File: config.mk
export PLATFORM = sky130hd
export DESIGN_NAME = fb_scan_arbiter_flat
export DESIGN_NICKNAME = d
export VERILOG_FILES = /design/src/rtl/fb_scan_arbiter_if.sv /design/src/rtl/fb_scan_arbiter.sv /design/src/flat_wrapper.sv
export SDC_FILE = /design/constraint.sdc
export NUM_CORES = 1
export LEC_CHECK = 0
export ABC_CLOCK_PERIOD_IN_PS = 2050
export CAP_MARGIN = 5
export CORE_MARGIN = 2
export CORE_UTILIZATION = 26
export DETAILED_ROUTE_END_ITERATION = 10
export HOLD_SLACK_MARGIN = 0.05
export PLACE_DENSITY = 0.61
export SLEW_MARGIN = 40
export SYNTH_ARGS = -nofsm -noshare
export SYNTH_HDL_FRONTEND = slang
export SYNTH_SLANG_ARGS = --single-unit
File: constraint.sdc
create_clock -name i_clk -period 2.05 [get_ports i_clk]
set_clock_uncertainty 0.2 [all_clocks]
set_input_delay 0.615 -clock i_clk [delete_from_list [all_inputs] [get_ports i_clk]]
set_output_delay 0.615 -clock i_clk [all_outputs]
set_load 0.005 [all_outputs]
File: src/rtl/fb_scan_arbiter_if.sv
// fb_scan_arbiter_if: bundle of scan-out, writer and RAM signals around the framebuffer arbiter.
//   ce, pixel_en : pixel-clock enable and visible-area flag from the VGA timing module
//   pixel        : registered pixel for the current visible position
//   wr_valid, wr_addr, wr_data, wr_ready : writer valid/ready handshake
//   ram_addr, ram_we, ram_wdata, ram_rdata : single-port synchronous RAM (read data one cycle late)
//   underrun     : sticky flag, a pixel was consumed before its fetch completed
//   slave modport is the arbiter's view, master modport is the surrounding system's view.
interface fb_scan_arbiter_if #(
    parameter int ADDR_W = 6,
    parameter int DATA_W = 8
);
    logic              ce;
    logic              pixel_en;
    logic [DATA_W-1:0] pixel;
    logic              wr_valid;
    logic [ADDR_W-1:0] wr_addr;
    logic [DATA_W-1:0] wr_data;
    logic              wr_ready;
    logic [ADDR_W-1:0] ram_addr;
    logic              ram_we;
    logic [DATA_W-1:0] ram_wdata;
    logic [DATA_W-1:0] ram_rdata;
    logic              underrun;
    modport slave (
        input  ce, pixel_en, wr_valid, wr_addr, wr_data, ram_rdata,
        output pixel, wr_ready, ram_addr, ram_we, ram_wdata, underrun
    );
    modport master (
        output ce, pixel_en, wr_valid, wr_addr, wr_data, ram_rdata,
        input  pixel, wr_ready, ram_addr, ram_we, ram_wdata, underrun
    );
endinterface

File: src/rtl/fb_scan_arbiter.sv
// fb_scan_arbiter: shares one single-port framebuffer RAM between scan-out (absolute priority,
// one-pixel prefetch) and a pixel writer that gets every remaining RAM cycle.
//   i_clk : system clock, rising edge
//   i_rst : synchronous active-high reset
//   bus   : fb_scan_arbiter_if.slave (scan-out, writer handshake, RAM port, underrun flag)
module fb_scan_arbiter #(
    parameter int H_PIXELS = 8,
    parameter int V_PIXELS = 8,
    parameter int ADDR_W   = 6,
    parameter int DATA_W   = 8
) (
    input  logic             i_clk,
    input  logic             i_rst,
    fb_scan_arbiter_if.slave bus
);
    localparam int N = H_PIXELS * V_PIXELS;
    typedef enum logic {IDLE, FETCH} state_t;
    state_t            r_state;
    logic [ADDR_W-1:0] r_rd_ptr;
    logic [ADDR_W-1:0] r_addr;
    logic              r_pending;
    logic              r_underrun;
    logic [DATA_W-1:0] r_pixel;
    logic              w_consume;
    logic              w_fetch;
    logic              w_xfer;
    assign w_consume     = bus.ce & bus.pixel_en;
    assign w_fetch       = (r_state == IDLE) & r_pending;
    assign bus.wr_ready  = !i_rst & !w_fetch;
    assign w_xfer        = bus.wr_valid & bus.wr_ready;
    assign bus.ram_we    = w_xfer;
    assign bus.ram_wdata = bus.wr_data;
    // the address bus parks on its last value when the RAM is unused
    assign bus.ram_addr  = w_fetch ? r_rd_ptr : w_xfer ? bus.wr_addr : r_addr;
    assign bus.pixel     = r_pixel;
    assign bus.underrun  = r_underrun;
    always_ff @(posedge i_clk) begin
        if (i_rst) begin
            r_state    <= IDLE;
            r_rd_ptr   <= '0;
            r_pending  <= 1'b1;
            r_pixel    <= '0;
            r_underrun <= 1'b0;
            r_addr     <= '0;
        end else begin
            r_addr    <= bus.ram_addr;
            r_state   <= w_fetch ? FETCH : IDLE;
            // a consume in the issuing cycle re-arms the prefetch for the newer pointer
            r_pending <= w_consume | (r_pending & !w_fetch);
            if (r_state == FETCH)
                r_pixel <= bus.ram_rdata;
            if (w_consume) begin
                r_rd_ptr <= (r_rd_ptr == ADDR_W'(N - 1)) ? '0 : r_rd_ptr + ADDR_W'(1);
                if (r_pending | (r_state == FETCH))
                    r_underrun <= 1'b1;
            end
        end
    end
endmodule
File: src/flat_wrapper.sv
// flat-port wrapper written by rule: the top's interface ports become plain ports
module fb_scan_arbiter_flat 
#(
    parameter int H_PIXELS = 8,
    parameter int V_PIXELS = 8,
    parameter int ADDR_W   = 6,
    parameter int DATA_W   = 8
)
  (i_clk, i_rst, bus_ce, bus_pixel_en, bus_wr_valid, bus_wr_addr, bus_wr_data, bus_ram_rdata, bus_pixel, bus_wr_ready, bus_ram_addr, bus_ram_we, bus_ram_wdata, bus_underrun);
  fb_scan_arbiter_if #(.ADDR_W(ADDR_W), .DATA_W(DATA_W)) bus_i ();
  input  logic i_clk;
  input  logic i_rst;
  input wire logic [$bits(bus_i.ce)-1:0] bus_ce;
  input wire logic [$bits(bus_i.pixel_en)-1:0] bus_pixel_en;
  input wire logic [$bits(bus_i.wr_valid)-1:0] bus_wr_valid;
  input wire logic [$bits(bus_i.wr_addr)-1:0] bus_wr_addr;
  input wire logic [$bits(bus_i.wr_data)-1:0] bus_wr_data;
  input wire logic [$bits(bus_i.ram_rdata)-1:0] bus_ram_rdata;
  output wire logic [$bits(bus_i.pixel)-1:0] bus_pixel;
  output wire logic [$bits(bus_i.wr_ready)-1:0] bus_wr_ready;
  output wire logic [$bits(bus_i.ram_addr)-1:0] bus_ram_addr;
  output wire logic [$bits(bus_i.ram_we)-1:0] bus_ram_we;
  output wire logic [$bits(bus_i.ram_wdata)-1:0] bus_ram_wdata;
  output wire logic [$bits(bus_i.underrun)-1:0] bus_underrun;
  assign bus_i.ce = bus_ce;
  assign bus_i.pixel_en = bus_pixel_en;
  assign bus_i.wr_valid = bus_wr_valid;
  assign bus_i.wr_addr = bus_wr_addr;
  assign bus_i.wr_data = bus_wr_data;
  assign bus_i.ram_rdata = bus_ram_rdata;
  assign bus_pixel = bus_i.pixel;
  assign bus_wr_ready = bus_i.wr_ready;
  assign bus_ram_addr = bus_i.ram_addr;
  assign bus_ram_we = bus_i.ram_we;
  assign bus_ram_wdata = bus_i.ram_wdata;
  assign bus_underrun = bus_i.underrun;
  fb_scan_arbiter #(.H_PIXELS(H_PIXELS), .V_PIXELS(V_PIXELS), .ADDR_W(ADDR_W), .DATA_W(DATA_W)) u_core (.i_clk(i_clk), .i_rst(i_rst), .bus(bus_i));
endmodule
Word-level counts from Yosys, hierarchy flattened
Index checks and enable logic that the tools add are counted.
{"block": "word_totals", "word_cells": 23, "out_inout_bits": 25, "in_bits": 27, "register_bits": 23}
{"block": "op_classes", "n_reduce_logical": 3, "n_addsub": 1, "n_bitwise": 8, "muxes": 4, "n_eq_ne": 1}
{"op": "$mux W6", "n": 3}
{"op": "$add A6 B1 Y6 const B", "n": 1}
{"op": "$eq A6 B6 Y1 const B", "n": 1}
{"op": "$and A1 B1 Y1", "n": 5}
{"op": "$logic_not A1 Y1", "n": 2}
{"op": "$or A1 B1 Y1", "n": 2}
{"op": "$reduce_and A2 Y1", "n": 1}
{"op": "$mux W1", "n": 1}
{"op": "$not A1 Y1", "n": 1}

Longest topological paths before layout
{"block": "depth", "word_depth": 7, "ltp_mapped": 4, "mapped_depth_nobuf": 4}

Least setup slack after synthesis
Ideal clock, no wire load.
{"block": "synth_path", "path_kind": "input-to-output", "start": "input port bus_wr_valid", "end": "output port bus_ram_addr[0]", "slack_ns": -0.111, "arrival_ns": 1.346, "required_ns": 1.235, "path_stages": 4, "n_path_buf": 1, "path_cell_list": "buf_4 -> nor2b_1 -> nand2_1 -> a31oi_1"}
{"block": "synth_via", "elab_chain_cells": 3}
{"element": "start: declaration", "line_no": "flat_wrapper.sv:15", "rtl": "input wire logic [$bits(bus_i.wr_valid)-1:0] bus_wr_valid;"}
{"element": "$and A1 B1 Y1", "line_no": "fb_scan_arbiter.sv:30", "rtl": "assign w_xfer = bus.wr_valid & bus.wr_ready;"}
{"element": "$mux W6 (2 in a row)", "line_no": "fb_scan_arbiter.sv:34", "rtl": "assign bus.ram_addr = w_fetch ? r_rd_ptr : w_xfer ? bus.wr_addr : r_addr;"}
{"element": "end: declaration", "line_no": "flat_wrapper.sv:21", "rtl": "output wire logic [$bits(bus_i.ram_addr)-1:0] bus_ram_addr;"}
Every way passes these cells.

Worst setup path in the final report
{"block": "layout_path", "start": "input port bus_wr_valid", "end": "output port bus_ram_addr[1]"}
The elaborated chain is that of the path after synthesis.

==> reports/summary.log <==
qor: power_and_ir_drop.power_density 637 mW/mm2
qor: drt.wl_per_cell 12.3 um
qor: worst_setup_path.critical_path_required 1.23 ns
qor: floorplanning.core_region_area 0.00403 mm2
qor: power_and_ir_drop.max_rail_drop_vdd 0.000406 V
qor: drt.drtAntennaViolNets 0
qor: synth.synth_warnings 0
qor: global_route.first_global_vias 1095
qor: layout.fillerInstances 416
qor: drt.detailedRoute.firstPassIterationCount 4
qor: sta.fin_crit_sh 107%
qor: synth.synth.lib_cells_used.distinct 24
qor: sta.slew_headroom 84.7%
qor: sta.rsz_0062_raised_after_global_routing yes
qor: sta.fin_setup_tns -0.525 ns
qor: floorplanning.dieWidth 68.9 um
qor: worst_setup_path.worstPathArrival 1.38 ns
qor: layout.final_core_util 41.6%
qor: global_route.grt_pass1_wl 4.64 mm
qor: worst_setup_path.timing.critical_path.to_type primary output
qor: clock_tree.max-clock-path-buffers 2
qor: clock_tree.worst_setup_hold_path_clk_slew 0.09 ns
qor: floorplanning.start_util 27.2%
qor: sta.worst-slew-pin-transition 0.230 ns
qor: layout.synth_to_final_area_change 53.0%
qor: clock_tree.cts-htree-levels 1
qor: synth.synth_register_bits 23
qor: global_route.grt.overflow.total 0
qor: synth.synthXorXnorAreaFrac 1.60%
qor: placed_design.finalWeightedCongestion 0.817
qor: floorplanning.chipHeight 68.9 um
qor: layout.final_design_area_no_fill 0.00168 mm2
qor: synth.netlist_instances 129
qor: layout.antenna_cells 0
qor: drt.vias_per_cell 4.81
qor: worst_setup_path.startpoint_type primary input
qor: drt.post-route-drc-count 0
qor: drt.routed_wirelength 2.81 mm
qor: drt.detailroute.via_count 1097
qor: sta.timing.fmax 455 MHz
qor: synth.compound_gate_fraction_of_synth_area 11.6%
qor: layout.final_net_count 207
qor: layout.final_layout_size_suffix_gt1_share 28.7%
qor: placed_design.detailed_place.area 0.00160 mm2
qor: sta.setup_ws -0.149 ns
qor: global_route.gr-usage-all-layers 12.6%
qor: sta.timing.final.max_slew_violations 0
qor: synth.synth_top_family_by_area simple AND/OR/NAND/NOR gates
qor: sta.worst_hold_slack 0.254 ns
qor: worst_setup_path.timing.critical_path.fanout_max 3
qor: synth.synth_adder_area_share 1.14%
qor: drt.detail_route.iter0.violations 43
qor: status.outcome finished with violations
qor: clock_tree.insertion_delay 0.27 ns
qor: flow_run.drv.max_cap_violation_count 0
qor: placed_design.dpl.hpwl 2.00 mm
qor: status.violations setup timing
qor: global_route.number_of_antenna_violations_at_the_first_check_in_global_routing 0
qor: synth.synth.mux.area_fraction 12.8%
qor: floorplanning.die-area 0.00475 mm2
qor: synth.yosys.area_share.simple 22.0%
qor: sta.finalHoldViolations 0
qor: synth.net_count_after_synthesis 157
qor: clock_tree.ctsHoldBuffers 0
qor: floorplanning.row_count 23
qor: worst_hold_path.worst_hold_path_type register to register
qor: floorplanning.floorplan.io_pins 52
qor: placed_design.numPortBuffers 35
qor: power_and_ir_drop.p_leak 0.697 nW
qor: worst_setup_path.path_class primary input to primary output
qor: placed_design.dp_worst_setup_slack -0.901 ns
qor: clock_tree.clock_tree_from_tritoncts done
qor: clock_tree.cts_sink_cnt 23
qor: global_route.pin_count_of_the_biggest_net_entering_global_routing 22
qor: sta.post-route-min-period 2.20 ns
qor: synth.synth.yosys.seq_area_share 42.0%
qor: synth.syn_area 0.00110 mm2
qor: clock_tree.cts_buffers 3
qor: clock_tree.clock-root-buffer sky130_fd_sc_hd__clkbuf_8
qor: sta.setup_viol 6
qor: synth.avgSynthCellArea 8.50 um2
synthesized netlist by cell type:
master	number	area, um2
sky130_fd_sc_hd__nand2_1	17	63.8
sky130_fd_sc_hd__nand2_2	1	6.26
sky130_fd_sc_hd__nor2b_1	2	12.5
sky130_fd_sc_hd__nand2b_1	2	12.5
sky130_fd_sc_hd__nor3_1	1	5.00
sky130_fd_sc_hd__nand3_1	6	30.0
sky130_fd_sc_hd__a211oi_1	6	45.0
sky130_fd_sc_hd__or3_1	3	18.8
sky130_fd_sc_hd__dfxtp_1	23	460
sky130_fd_sc_hd__ha_1	1	12.5
sky130_fd_sc_hd__o21ai_0	1	5.00
sky130_fd_sc_hd__nand4_1	2	12.5
sky130_fd_sc_hd__buf_4	9	67.6
sky130_fd_sc_hd__xor2_1	2	17.5
sky130_fd_sc_hd__nand3_2	1	10.0
sky130_fd_sc_hd__buf_2	2	10.0
sky130_fd_sc_hd__mux2i_1	14	140
sky130_fd_sc_hd__inv_1	1	3.75
sky130_fd_sc_hd__clkbuf_1	4	15.0
sky130_fd_sc_hd__and2_1	1	6.26
sky130_fd_sc_hd__o211ai_1	1	7.51
sky130_fd_sc_hd__a31oi_1	8	50.1
sky130_fd_sc_hd__nor2_1	17	63.8
sky130_fd_sc_hd__a21oi_1	4	20.0
power by group:
part	total [W]	leakage (nW)	internal, W	switching (W)
Combinational	0.000278	0.483	0.000161	0.000117
Sequential	0.000496	0.189	0.000478	0.0000180
Clock	0.000293	0.0255	0.000136	0.000157
Total	0.00107	0.697	0.000775	0.000292
cell usage in the layout, fill, tap and decap left out, types with 2 or more instances in the layout:
cell | synthesis | final
sky130_fd_sc_hd__nor2_1 | 17 | 15
sky130_fd_sc_hd__nand2_2 | 1 | 6
sky130_fd_sc_hd__or3_1 | 3 | 3
sky130_fd_sc_hd__a31oi_1 | 8 | 8
sky130_fd_sc_hd__nand2b_4 | 0 | 2
sky130_fd_sc_hd__dlygate4sd2_1 | 0 | 6
sky130_fd_sc_hd__nand4_1 | 2 | 2
sky130_fd_sc_hd__buf_2 | 2 | 8
sky130_fd_sc_hd__a21oi_1 | 4 | 4
sky130_fd_sc_hd__nor2_2 | 0 | 2
sky130_fd_sc_hd__a211oi_1 | 6 | 6
sky130_fd_sc_hd__buf_4 | 9 | 20
sky130_fd_sc_hd__nand3_1 | 6 | 6
sky130_fd_sc_hd__dfxtp_1 | 23 | 23
sky130_fd_sc_hd__clkdlybuf4s50_1 | 0 | 19
sky130_fd_sc_hd__buf_6 | 0 | 5
sky130_fd_sc_hd__nand2_1 | 17 | 12
sky130_fd_sc_hd__mux2i_1 | 14 | 14
sky130_fd_sc_hd__xor2_1 | 2 | 2
sky130_fd_sc_hd__clkbuf_8 | 0 | 3
worst paths after layout:
check | startpoint | depth (start not counted) | slack, ns | to
hold reg to reg | u_core.bus.underrun | 2 | 0.25 | u_core.bus.underrun
hold / removal | u_core.bus.underrun | 2 | 0.25 | u_core.bus.underrun
setup reg to reg | u_core.r_rd_ptr[1] | 5 | 0.49 | u_core.r_rd_ptr[4]
setup / recovery | bus_wr_valid | 7 | -0.15 | bus_ram_addr[1]
logic make-up (layout without fill, tap and decap cells):
group | count (synthesis) | after routing
AND/OR/NAND/NOR | 53 | 53
flip-flops | 23 | 23
AO/OA/AOI/OAI | 20 | 20
buffers and inverters | 16 | 65
multiplexers | 14 | 14
XOR/XNOR | 2 | 2
adder cells (fa/ha/maj) | 1 | 1
layout make-up:
class	instances	area, um2	share of cell area, %
Timing Repair Buffer	60	524	31.3
Clock buffer	3	41.3	2.46
Sequential cell	23	460	27.5
Multi-Input combinational cell	90	579	34.6
Clock inverter	1	5.00	0.299
Inverter	1	3.75	0.224
Tap cell	50	62.6	3.73
per-stage QoR:
stage / total power (W) / std cells
after floorplan: 0.000631 / 129
after global placement: 0.000784 / 220
after detailed placement: 0.000791 / 220
after CTS: 0.00108 / 229
after global routing: 0.00112 / 228
final: 0.00107 / 228
metal layers:
layer / global-route usage [%] / routed length (um)
met5: 0 / 0
met4: 1.47 / 6
met3: 3.08 / 159
met2: 23.8 / 1370
met1: 14.7 / 1280
critical path, cell delays in order:
cell and delay [ns]:
sky130_fd_sc_hd__buf_6 0.07, sky130_fd_sc_hd__nor2b_4 0.16, sky130_fd_sc_hd__buf_6 0.12, sky130_fd_sc_hd__buf_6 0.09, sky130_fd_sc_hd__nand2_2 0.04, sky130_fd_sc_hd__a31oi_1 0.16
sky130_fd_sc_hd__buf_2 0.14
sequential cells by signal (all words and copies together), names as in the netlist:
name,cells
u_core.r_pending,1
u_core.bus.pixel,8
u_core.r_state,1
u_core.r_rd_ptr,6
u_core.r_addr,6
u_core.bus.underrun,1
what timing repair did:
item | CTS | global route
resized for setup | 59 | 3
buffers inserted | 5 | 0
pin swaps | 10 | 5
hold endpoints to repair | 0 | 0
gates cloned | 0 | 0
endpoints found under the setup margin | 8 | 6
Power figures use the tool's default switching activity.
